## config.mk

```make
export PLATFORM = sky130hd
export DESIGN_NAME = ulpi_link_ctrl
export DESIGN_NICKNAME = d
export VERILOG_FILES = /design/src/rtl/ulpi_link_ctrl.sv
export SDC_FILE = /design/constraint.sdc
export NUM_CORES = 1
export LEC_CHECK = 0
export ABC_CLOCK_PERIOD_IN_PS = 4800
export BUFFER_PORTS_ARGS = -buffer_cell sky130_fd_sc_hd__buf_2
export CELL_PAD_IN_SITES_DETAIL_PLACEMENT = 0
export CELL_PAD_IN_SITES_GLOBAL_PLACEMENT = 1
export CORE_MARGIN = 5
export CORE_UTILIZATION = 42
export CTS_BUF_LIST = sky130_fd_sc_hd__clkbuf_4 sky130_fd_sc_hd__clkbuf_8
export DETAILED_ROUTE_END_ITERATION = 8
export GPL_ROUTABILITY_DRIVEN = 0
export PLACE_DENSITY = 0.88
export REMOVE_ABC_BUFFERS = 1
export SYNTH_ARGS = -nofsm -noshare
export SYNTH_HDL_FRONTEND = slang
export SYNTH_SLANG_ARGS = --single-unit
export TNS_END_PERCENT = 30
```

## constraint.sdc

```tcl
create_clock -name ulpi_clk -period 4.8 [get_ports ulpi_clk]
set_clock_uncertainty 0.2 [all_clocks]
set_input_delay 0 -clock ulpi_clk [delete_from_list [all_inputs] [get_ports ulpi_clk]]
set_output_delay 0 -clock ulpi_clk [all_outputs]
set_load 0.03 [all_outputs]
```

## src/rtl/ulpi_link_ctrl.sv

```systemverilog
// ULPI link-side controller: register read/write transactions toward the PHY
// plus RX CMD / RX data capture whenever the PHY owns the bus.
module ulpi_link_ctrl #(
    parameter int NXT_TIMEOUT = 255
) (
    input  logic       ulpi_clk,
    input  logic       ulpi_reset,
    input  logic [7:0] ulpi_data_read,
    output logic [7:0] ulpi_data_write,
    output logic [7:0] ulpi_data_writeEnable,
    input  logic       ulpi_direction,
    input  logic       ulpi_nxt,
    output logic       ulpi_stp,
    input  logic       reg_req_valid,
    output logic       reg_req_ready,
    input  logic       reg_req_write,
    input  logic [5:0] reg_req_addr,
    input  logic [7:0] reg_req_wdata,
    output logic       reg_rsp_valid,
    output logic [7:0] reg_rsp_rdata,
    output logic       reg_rsp_aborted,
    output logic       rx_cmd_valid,
    output logic [7:0] rx_cmd,
    output logic       rx_data_valid,
    output logic [7:0] rx_data,
    output logic [1:0] linestate
);

    localparam int CW = (NXT_TIMEOUT > 255) ? $clog2(NXT_TIMEOUT + 1) : 8;

    typedef enum logic [2:0] {
        IDLE, TX_CMD, TX_DATA, TX_STP, RD_TURN, RD_DATA
    } state_e;

    state_e        state_q, state_d;
    logic          dir_d1_q;
    logic [CW-1:0] cnt_q, cnt_d;
    logic          req_write_q, req_write_d;
    logic [5:0]    req_addr_q, req_addr_d;
    logic [7:0]    req_wdata_q, req_wdata_d;
    logic          rsp_valid_q, rsp_valid_d;
    logic [7:0]    rsp_rdata_q, rsp_rdata_d;
    logic          rsp_aborted_q, rsp_aborted_d;
    logic          rx_cmd_valid_q, rx_cmd_valid_d;
    logic [7:0]    rx_cmd_q, rx_cmd_d;
    logic          rx_data_valid_q, rx_data_valid_d;
    logic [7:0]    rx_data_q, rx_data_d;
    logic [1:0]    linestate_q, linestate_d;

    logic req_accept;
    logic tmo_hit;
    logic tx_wait;
    logic rx_active;

    // Accept only on a link-owned, non-turnaround cycle, and never during the response pulse.
    assign req_accept = (state_q == IDLE) && reg_req_valid && !ulpi_direction && !dir_d1_q
                        && !rsp_valid_q && !ulpi_reset;
    assign tx_wait    = (state_q == TX_CMD) || (state_q == TX_DATA);
    assign tmo_hit    = !ulpi_nxt && ((32'(cnt_q) + 32'd1) >= 32'(NXT_TIMEOUT));
    // PHY-owned cycle that is not consumed as read data by RD_DATA.
    assign rx_active  = ulpi_direction && dir_d1_q && ((state_q != RD_DATA) || ulpi_nxt);

    always_ff @(posedge ulpi_clk) begin
        if (ulpi_reset) begin
            state_q         <= IDLE;
            dir_d1_q        <= 1'b1;
            cnt_q           <= '0;
            req_write_q     <= 1'b0;
            req_addr_q      <= '0;
            req_wdata_q     <= '0;
            rsp_valid_q     <= 1'b0;
            rsp_rdata_q     <= '0;
            rsp_aborted_q   <= 1'b0;
            rx_cmd_valid_q  <= 1'b0;
            rx_cmd_q        <= '0;
            rx_data_valid_q <= 1'b0;
            rx_data_q       <= '0;
            linestate_q     <= '0;
        end else begin
            state_q         <= state_d;
            dir_d1_q        <= ulpi_direction;
            cnt_q           <= cnt_d;
            req_write_q     <= req_write_d;
            req_addr_q      <= req_addr_d;
            req_wdata_q     <= req_wdata_d;
            rsp_valid_q     <= rsp_valid_d;
            rsp_rdata_q     <= rsp_rdata_d;
            rsp_aborted_q   <= rsp_aborted_d;
            rx_cmd_valid_q  <= rx_cmd_valid_d;
            rx_cmd_q        <= rx_cmd_d;
            rx_data_valid_q <= rx_data_valid_d;
            rx_data_q       <= rx_data_d;
            linestate_q     <= linestate_d;
        end
    end

    always_comb begin
        state_d       = state_q;
        req_write_d   = req_write_q;
        req_addr_d    = req_addr_q;
        req_wdata_d   = req_wdata_q;
        rsp_valid_d   = 1'b0;
        rsp_rdata_d   = rsp_rdata_q;
        rsp_aborted_d = rsp_aborted_q;

        case (state_q)
            IDLE: begin
                if (req_accept) begin
                    req_write_d = reg_req_write;
                    req_addr_d  = reg_req_addr;
                    req_wdata_d = reg_req_wdata;
                    state_d     = TX_CMD;
                end
            end
            TX_CMD, TX_DATA: begin
                if (ulpi_direction || (!ulpi_nxt && tmo_hit)) begin
                    rsp_valid_d   = 1'b1;
                    rsp_aborted_d = 1'b1;
                    rsp_rdata_d   = '0;
                    state_d       = IDLE;
                end else if (ulpi_nxt) begin
                    if (state_q == TX_DATA)  state_d = TX_STP;
                    else if (req_write_q)    state_d = TX_DATA;
                    else                     state_d = RD_TURN;
                end
            end
            TX_STP: begin
                rsp_valid_d   = 1'b1;
                rsp_aborted_d = 1'b0;
                rsp_rdata_d   = '0;
                state_d       = IDLE;
            end
            RD_TURN: begin
                if (ulpi_direction) begin
                    state_d = RD_DATA;
                end else begin
                    rsp_valid_d   = 1'b1;
                    rsp_aborted_d = 1'b1;
                    rsp_rdata_d   = '0;
                    state_d       = IDLE;
                end
            end
            RD_DATA: begin
                rsp_valid_d = 1'b1;
                state_d     = IDLE;
                if (ulpi_direction && !ulpi_nxt) begin
                    rsp_aborted_d = 1'b0;
                    rsp_rdata_d   = ulpi_data_read;
                end else begin
                    rsp_aborted_d = 1'b1;
                    rsp_rdata_d   = '0;
                end
            end
            default: state_d = IDLE;
        endcase

        cnt_d = cnt_q;
        if ((state_d == TX_CMD || state_d == TX_DATA) && (state_d != state_q))
            cnt_d = '0;
        else if (tx_wait && !ulpi_nxt && (cnt_q != {CW{1'b1}}))
            cnt_d = cnt_q + 1'b1;

        rx_cmd_valid_d  = rx_active && !ulpi_nxt;
        rx_data_valid_d = rx_active && ulpi_nxt;
        rx_cmd_d        = rx_cmd_valid_d  ? ulpi_data_read      : rx_cmd_q;
        rx_data_d       = rx_data_valid_d ? ulpi_data_read      : rx_data_q;
        linestate_d     = rx_cmd_valid_d  ? ulpi_data_read[1:0] : linestate_q;
    end

    always_comb begin
        ulpi_data_writeEnable = (!ulpi_direction && !dir_d1_q) ? 8'hFF : 8'h00;
        ulpi_stp              = (state_q == TX_STP);
        reg_req_ready         = req_accept;
        case (state_q)
            TX_CMD:  ulpi_data_write = {(req_write_q ? 2'b10 : 2'b11), req_addr_q};
            TX_DATA: ulpi_data_write = req_wdata_q;
            default: ulpi_data_write = 8'h00;
        endcase
    end

    assign reg_rsp_valid   = rsp_valid_q;
    assign reg_rsp_rdata   = rsp_rdata_q;
    assign reg_rsp_aborted = rsp_aborted_q;
    assign rx_cmd_valid    = rx_cmd_valid_q;
    assign rx_cmd          = rx_cmd_q;
    assign rx_data_valid   = rx_data_valid_q;
    assign rx_data         = rx_data_q;
    assign linestate       = linestate_q;

endmodule

```

---- After elaboration in Yosys (flattened, before gate mapping) ----
Index checks and enable logic that the tools add are counted.
Widths: inputs -> output; s select.
cells by class
  add/sub/neg operators ................... 2
  order comparisons ....................... 1
  equality and inequality tests ........... 12
  mux-type cells .......................... 21
  reductions and logical operators ........ 32
operators by type and width
  cell                 number
  $mux 8               4
  $pmux 8 s4           1
  $mux 3               6
  $logic_and 1x1->1    16
  $pmux 8 s2           1
  $add 8x1->9 const B  1
  $eq 3x2->1 const B   3
  $ge 9x8->1 const B   1
  $pmux 3 s3           1
  $add 8x1->8 const B  1
  $ne 8x8->1 const B   1
  $eq 3x1->1 const B   2
  $eq 3x3->1 const B   2
  $mux 1               6
  $reduce_or 2->1      3
  $logic_not 1->1      5
  $logic_or 1x1->1     4
  $ne 2x2->1 const B   2
  $pmux 1 s4           1
  $reduce_bool 4->1    1
  $logic_not 3->1      1
  $ne 3x3->1           1
  $ne 3x3->1 const B   1
  $pmux 1 s3           1
  other kinds (2)      2
word-level totals
  flip-flop bits (word level) ............. 57

---- Logic depth before layout (Yosys ltp) ----
Gate-level depths: netlist (run 1).
  word-level depth ........................ 12
  depth in mapped cells ................... 8
  depth with buffers taken out ............ 7

---- Worst setup path before layout (run 1) ----
Ideal clock, no wire load.
  path kind ............................... reg2reg
  start ................................... register state_q[2]
  end ..................................... register rsp_rdata_q[0] (netlist: reg_rsp_rdata[0])
  setup time .............................. 0.129 ns
  arrival time ............................ 1.567 ns
  required time ........................... 4.471 ns
  path slack .............................. 2.904 ns
  cell stages (with the launch flop) ...... 7
  buffers on the path ..................... 2
  clock period less this slack ............ 1.896 ns
  cell sequence ........................... dfxtp_1 -> buf_4 -> nand2b_1 -> nor2_1 -> a21o_1 -> clkbuf_1 -> o41ai_1
RTL lines
  what                                RTL line  source
  from (decl)                         35        state_e state_q, state_d;
  from (signal assigned)              80        state_q <= state_d;
  $eq 3x2->1 (*)                      --
  via ulpi_stp                        13        output logic ulpi_stp,
  $reduce_bool 4->1 (no source line)  --
  $reduce_and 3->1 (no source line)   --
  to (signal assigned)                87        rsp_rdata_q <= rsp_rdata_d;
  to (decl)                           42        logic [7:0] rsp_rdata_q, rsp_rdata_d;
Mark *: on every way through the listed nets, which the timed path passes. The rest lies on a longest branch.
A chain may end at the register's enable or synchronous reset.

---- Worst setup path in the final report (run 1) ----
  start ................................... register cnt_q[0]
  end ..................................... register rsp_rdata_q[6] (netlist: reg_rsp_rdata[6])
on the way
  word-level cells in the longest chain between the ends .. 7
RTL lines
  what                               RTL line  source
  from (decl)                        37        logic [CW-1:0] cnt_q, cnt_d;
  from (signal assigned)             82        cnt_q <= cnt_d;
  $add 8x1->9                        59        assign tmo_hit = !ulpi_nxt && ((32'(cnt_q) + 32'd1) >= 32'(NXT_TIMEOUT));
  $ge 9x8->1                         59
  $logic_and 1x1->1                  59
  $logic_and 1x1->1                  116       if (ulpi_direction || (!ulpi_nxt && tmo_hit)) begin
  $logic_or 1x1->1                   116
  $ne 2x2->1 (no source line)        --
  $reduce_and 3->1 (no source line)  --
Every way passes these cells.

==> flow_summary.toml, run 1 <==
[outcome]
status = "finished clean"

[routing]
drcViolationCount = 0
ant_nets = 0
vias_per_cell = 5.14
num_vias = 2383
wl_per_cell_um = 13.8
wl_um = 6380
drt_first_pass_iters = 4
drt_iter0_drc = 153

[floorplan]
initial_core_util_pct = 42.6
die_x_um = 89.5
core-area_sq_mm = 0.00624
die-area_sq_mm = 0.00802
die_h_um = 89.5
row_count = 29
ios = 76

[synth]
synth_top_area_cell = "dfxtp_1"
synth_async_sr_flop_share_pct = 0
synth_area_sq_mm = 0.00266
yosys.area.top_type_share_pct = 41.4
syn_inst = 305
ys_top_cells_by_count = "dfxtp_1 (55), nor2_1 (50), mux2i_1 (25), nand2_1 (25), inv_1 (15)"
synth-edff-count = 0
ys.warnings.count = 0
synth_area_per_cell_sq_um = 8.71
ys_ff_latch = 55
synth.most_common_cell = "dfxtp_1"
ys.flop_type = "dfxtp_1"
yosys-top-cells-area = "dfxtp_1 (41%), mux2i_1 (9.4%), nor2_1 (7.1%)"
ys_seq_area_share_pct = 41.4
synth_cell_type_count = 52

[worst_setup_path]
cp_data_arrival_time_ns = 2.76
setup.worst_path.end_class = "register"
rr_endpoint = "reg_rsp_rdata[6]"
cp-start-kind = "register"
r2r-start = "cnt_q[0]"
path_class = "reg2reg"
crit_fanout = 11
reg2reg_slack_ns = 2.05
worstPathRequired_ns = 4.81
worstRegToRegCells = 8

[finish]
multi_input_area_sq_mm = 0.00133
utilization_pct = 53.4
drive_above_1_share_pct = 24.5
nets = 416
area_delta_synth_final_pct = 25.5
fin_area_sq_mm = 0.00334
seq_area_sq_mm = 0.00110
diodes = 0
nFillCells = 601

[min_path]
min_path_cells = 6
min_to = "state_q[0]"
hold_class = "in2reg"
hold_path.startpoint = "reg_req_valid"

[timing]
fin_crit_ns = 2.75
rsz0062_at_grt = "no"
finalSetupViolCount = 0
tns_ns = 0
hold_violations = 0
final-max-slew-violation-count = 0
finalCritPeriodShare_pct = 57.2
clock.fmax_mhz = 364
worst_pin_slew_ns = 0.796
slew_headroom_pct = 46.5

[cts]
clkLatencyLatePin_ns = 0.31
numCtsBuffers = 5
ctsLongestPathBuffers = 2
root_buffer = "clkbuf_8"
clkSlewWorstSetupHoldPaths_ns = 0.10
cts_tree = "yes"
htreeDepth = 2
clkSinkCount = 55

[place]
io_buffers = 75
dpl.hpwl_um = 4350
placed_cell_area_sq_mm = 0.00297

[global_routing]
gr-total-overflow = 0
grt_first_pass_wirelength_um = 10600
grt_pass1_vias = 2190
grt_usage_pct = 16.8
grt_max_degree = 38
antenna_found_initial = 0

[power_and_ir_drop]
p_leak_uw = 0.00154
p_per_area_mw_per_mm2 = 251
irDropWorstVdd_uv = 130

[run]
drv_cap = 0
per-layer routing:
metal  part of all wire, %  wire (um)  vias up  GRT usage [%]
met2                    48       3060       59           26.2
met5                     0          0        -              0
met4                   1.3         85        0           4.87
met1                    45       2840     1097           22.9
met3                   6.2        394        6           4.15
li1                      -          -     1221              -
logic make-up (layout without fill, tap and decap cells):
family,after synthesis,after routing,synth area share (%)
flops,55,55,41.4
fa+ha+maj,3,3,1.32
xor+xnor,5,5,1.65
compound gates,62,62,17.5
mux,25,25,9.42
buf+inv,45,127,8.47
simple gates,110,110,20.2
worst max-delay path, cell delays in order, from the launching register on:
cell and delay (ns):
dfxtp_1 0.48, inv_1 0.08, ha_1 0.31, o21bai_1 0.12, and4b_1 0.19, nand3_1 0.11
o21ai_2 0.49, o41ai_2 0.10, dlygate4sd3_1 0.56
repair_timing:
action / CTS / global route
resized for setup: 0 / 0
hold endpoints to repair: 44 / 0
buffers inserted: 0 / 0
hold buffers: 27 / 0
worst max-delay path by stage:
stage	endpoint	startpoint	slack (ns)
2_1_floorplan	ulpi_data_writeEnable[0]	dir_d1_q	1.30
3_3_place_gp	rx_cmd[5]	state_q[0]	2.63
3_5_place_dp	reg_rsp_rdata[2]	cnt_q[0]	2.57
4_1_cts	reg_rsp_rdata[6]	cnt_q[0]	2.05
5_1_grt	reg_rsp_rdata[6]	state_q[2]	1.89
6_report	reg_rsp_rdata[6]	cnt_q[0]	2.05
cells in the final DEF (no fill, tap or decap), types with 3 or more instances in the layout:
cell            n
a211oi_1        3
a21oi_1        13
a22oi_1         6
a32oi_1         9
buf_2          75
clkbuf_8        5
dfxtp_1        55
dlygate4sd3_1  27
inv_1          15
mux2i_1        25
nand2_1        25
nand2b_1        4
nand3_1         3
nand4_1         4
nor2_1         50
nor3_1          5
o21a_1          4
o21ai_0         4
o41ai_1         7
xnor2_1         4
layout make-up:
| type | count | area share (%) |
|---|---|---|
| clock inverter | 2 | 0.525 |
| sequential | 55 | 33.0 |
| inverter | 16 | 1.80 |
| timing repair buffer | 103 | 19.6 |
| multi-input combinational | 205 | 39.9 |
| clock buffer | 6 | 2.29 |
| tap | 77 | 2.89 |
flip-flops by register name (all words and copies together) (netlist names), 3 cells and up:
register       cells
rx_cmd             8
cnt_q              8
rx_data            8
reg_rsp_rdata      8
req_addr_q         6
state_q            3
req_wdata_q        8
stage by stage:
stage | hold WS [ns] | power, uW | cells | worst slack (ns)
finish | 0.115 | 837 | 464 | 2.05
global route | 0.172 | 877 | 464 | 1.89
CTS | 0.100 | 853 | 464 | 2.05
detailed placement | 0.0427 | 568 | 429 | 2.57
global placement | 0.0298 | 568 | 429 | 2.63
floorplan | -0.131 | 528 | 276 | 1.30
where the power goes:
group	internal [uW]	leakage [uW]	switching, uW
clock	111	0.0000488	153
combinational	41.9	0.00105	61.3
sequential	465	0.000445	5.29
(Power assumes the default switching activity.)
==> inputs of run 2 (changes only) <==
--- a/config.mk
+++ b/config.mk
@@ -5,16 +5,16 @@
 export SDC_FILE = /design/constraint.sdc
 export NUM_CORES = 1
 export LEC_CHECK = 0
-export ABC_CLOCK_PERIOD_IN_PS = 4800
+export ABC_CLOCK_PERIOD_IN_PS = 2600
 export BUFFER_PORTS_ARGS = -buffer_cell sky130_fd_sc_hd__buf_2
 export CELL_PAD_IN_SITES_DETAIL_PLACEMENT = 0
 export CELL_PAD_IN_SITES_GLOBAL_PLACEMENT = 1
 export CORE_MARGIN = 5
-export CORE_UTILIZATION = 42
+export CORE_UTILIZATION = 39
 export CTS_BUF_LIST = sky130_fd_sc_hd__clkbuf_4 sky130_fd_sc_hd__clkbuf_8
 export DETAILED_ROUTE_END_ITERATION = 8
 export GPL_ROUTABILITY_DRIVEN = 0
-export PLACE_DENSITY = 0.88
+export PLACE_DENSITY = 0.82
 export REMOVE_ABC_BUFFERS = 1
 export SYNTH_ARGS = -nofsm -noshare
 export SYNTH_HDL_FRONTEND = slang
==> constraint.sdc (replaced) <==
create_clock -name ulpi_clk -period 2.6 [get_ports ulpi_clk]
set_clock_uncertainty 0.2 [all_clocks]
set_input_delay 0 -clock ulpi_clk [delete_from_list [all_inputs] [get_ports ulpi_clk]]
set_output_delay 0 -clock ulpi_clk [all_outputs]
set_load 0.03 [all_outputs]
==> run 2 against run 1 <==
  * Non-clock buffer count grew 1
  * Global-route usage shrank 1.3 points
  * Critical path depth shrank 1
  * Utilization shrank 3.6 points
  * Critical path type unchanged
  * Critical endpoint is now reg_rsp_rdata[5]
  * Highest routed layer unchanged
==> flow_summary.toml, run 2 (synthesized netlist as in run 1, its figures left out) <==
[finish]
fin_cells = 468
final_common_cell = "buf_2"
final_cell_mix = "buf_2 (75), dfxtp_1 (55), nor2_1 (50)"
area_delta_synth_final_pct = 26.0
utilization_pct = 49.9
nets = 417
drive_above_1_share_pct = 25.0
fin_area_sq_mm = 0.00335
diodes = 0

[power_and_ir_drop]
irDropWorstVdd_uv = 246
p_per_area_mw_per_mm2 = 468
p_leak_uw = 0.00155

[timing]
worst_pin_slew_ns = 0.765
rsz0062_at_grt = "no"
finalCritPeriodShare_pct = 84.3
final-max-slew-violation-count = 0
hold_violations = 0
tns_ns = 0
finalSetupViolCount = 0
slew_headroom_pct = 48.6
clock.fmax_mhz = 456
fin_crit_ns = 2.19

[floorplan]
row_count = 30
die_x_um = 92.6
initial_core_util_pct = 39.6
core-area_sq_mm = 0.00672
die_h_um = 92.6
ios = 76
die-area_sq_mm = 0.00857

[routing]
drt_iter0_drc = 70
drcViolationCount = 0
vias_per_cell = 5.15
wl_per_cell_um = 14.0
num_vias = 2411
ant_nets = 0
wl_um = 6540
drt_first_pass_iters = 4

[cts]
cts_tree = "yes"
clkLatencyLatePin_ns = 0.30
clkSinkCount = 55
root_buffer = "clkbuf_8"
ctsLongestPathBuffers = 2
htreeDepth = 2
clkSlewWorstSetupHoldPaths_ns = 0.10
numCtsBuffers = 5

[place]
dp_cells = 434
dpl.hpwl_um = 4600
io_buffers = 75
placed_cell_area_sq_mm = 0.00299

[global_routing]
gr-total-overflow = 0
grt_first_pass_wirelength_um = 10900
grt_pass1_vias = 2357
grt_usage_pct = 15.5
grt_max_degree = 23
antenna_found_initial = 0

[worst_setup_path]
crit_fanout = 11
cp-start-kind = "register"
setup.worst_path.end_class = "register"
worstPathRequired_ns = 2.59
path_class = "reg2reg"
cp_data_arrival_time_ns = 2.18

[min_path]
hold_class = "in2reg"

[run]
drv_cap = 0

[outcome]
status = "finished clean"
==> run 2: cell type report <==
class	instances	area [sq um]
clock buffers	7	90.1
clock inverters	1	8.76
fillers	660	3370
inverters	16	60.1
multi-input cells	205	1330
flip-flops and latches	55	1100
well taps	80	100
repair buffers	104	658
==> run 2: final timing paths <==
check                 from               end  slack [ns]  cells past startpoint
min reg2reg     rx_data[3]        rx_data[3]        0.26                      2
max reg2reg       cnt_q[0]  reg_rsp_rdata[5]        0.41                      7
max               cnt_q[0]  reg_rsp_rdata[5]        0.41                      7
min          reg_req_valid        state_q[0]        0.12                      6
==> run 2: metrics by stage <==
step,total power (uW),setup slack [ns],hold slack (ns)
floorplan,975,-0.899,-0.131
CTS,1590,0.395,0.109
finish,1570,0.408,0.117
global route,1640,0.226,0.163
detailed placement,1050,0.415,0.0404
global placement,1050,0.482,0.0282
==> run 2: per-layer routing <==
metal	global-route usage, %	vias to the layer above	part of all wire [%]
li1	-	1226	-
met4	5.20	0	1.5
met1	19.4	1126	46
met5	0	-	0
met3	3.66	8	4.7
met2	26.0	51	48
==> run 2: what timing repair did <==
action                    CTS  global route
hold endpoints to repair   44             0
gates resized for setup     0             0
hold buffers               26             0
setup buffers               0             0
==> run 2: critical path, stage by stage, from the launching register on <==
cell and delay (ns):
dfxtp_1 0.47, inv_1 0.07, ha_1 0.31, o21bai_1 0.12, and4b_1 0.19, nand3_1 0.10, o21ai_2 0.48, o41ai_1 0.13
==> run 2: report_power, final <==
part	total, uW	switching, uW	internal (uW)
logic	192	114	78.6
clock network	506	277	229
registers	868	9.90	858
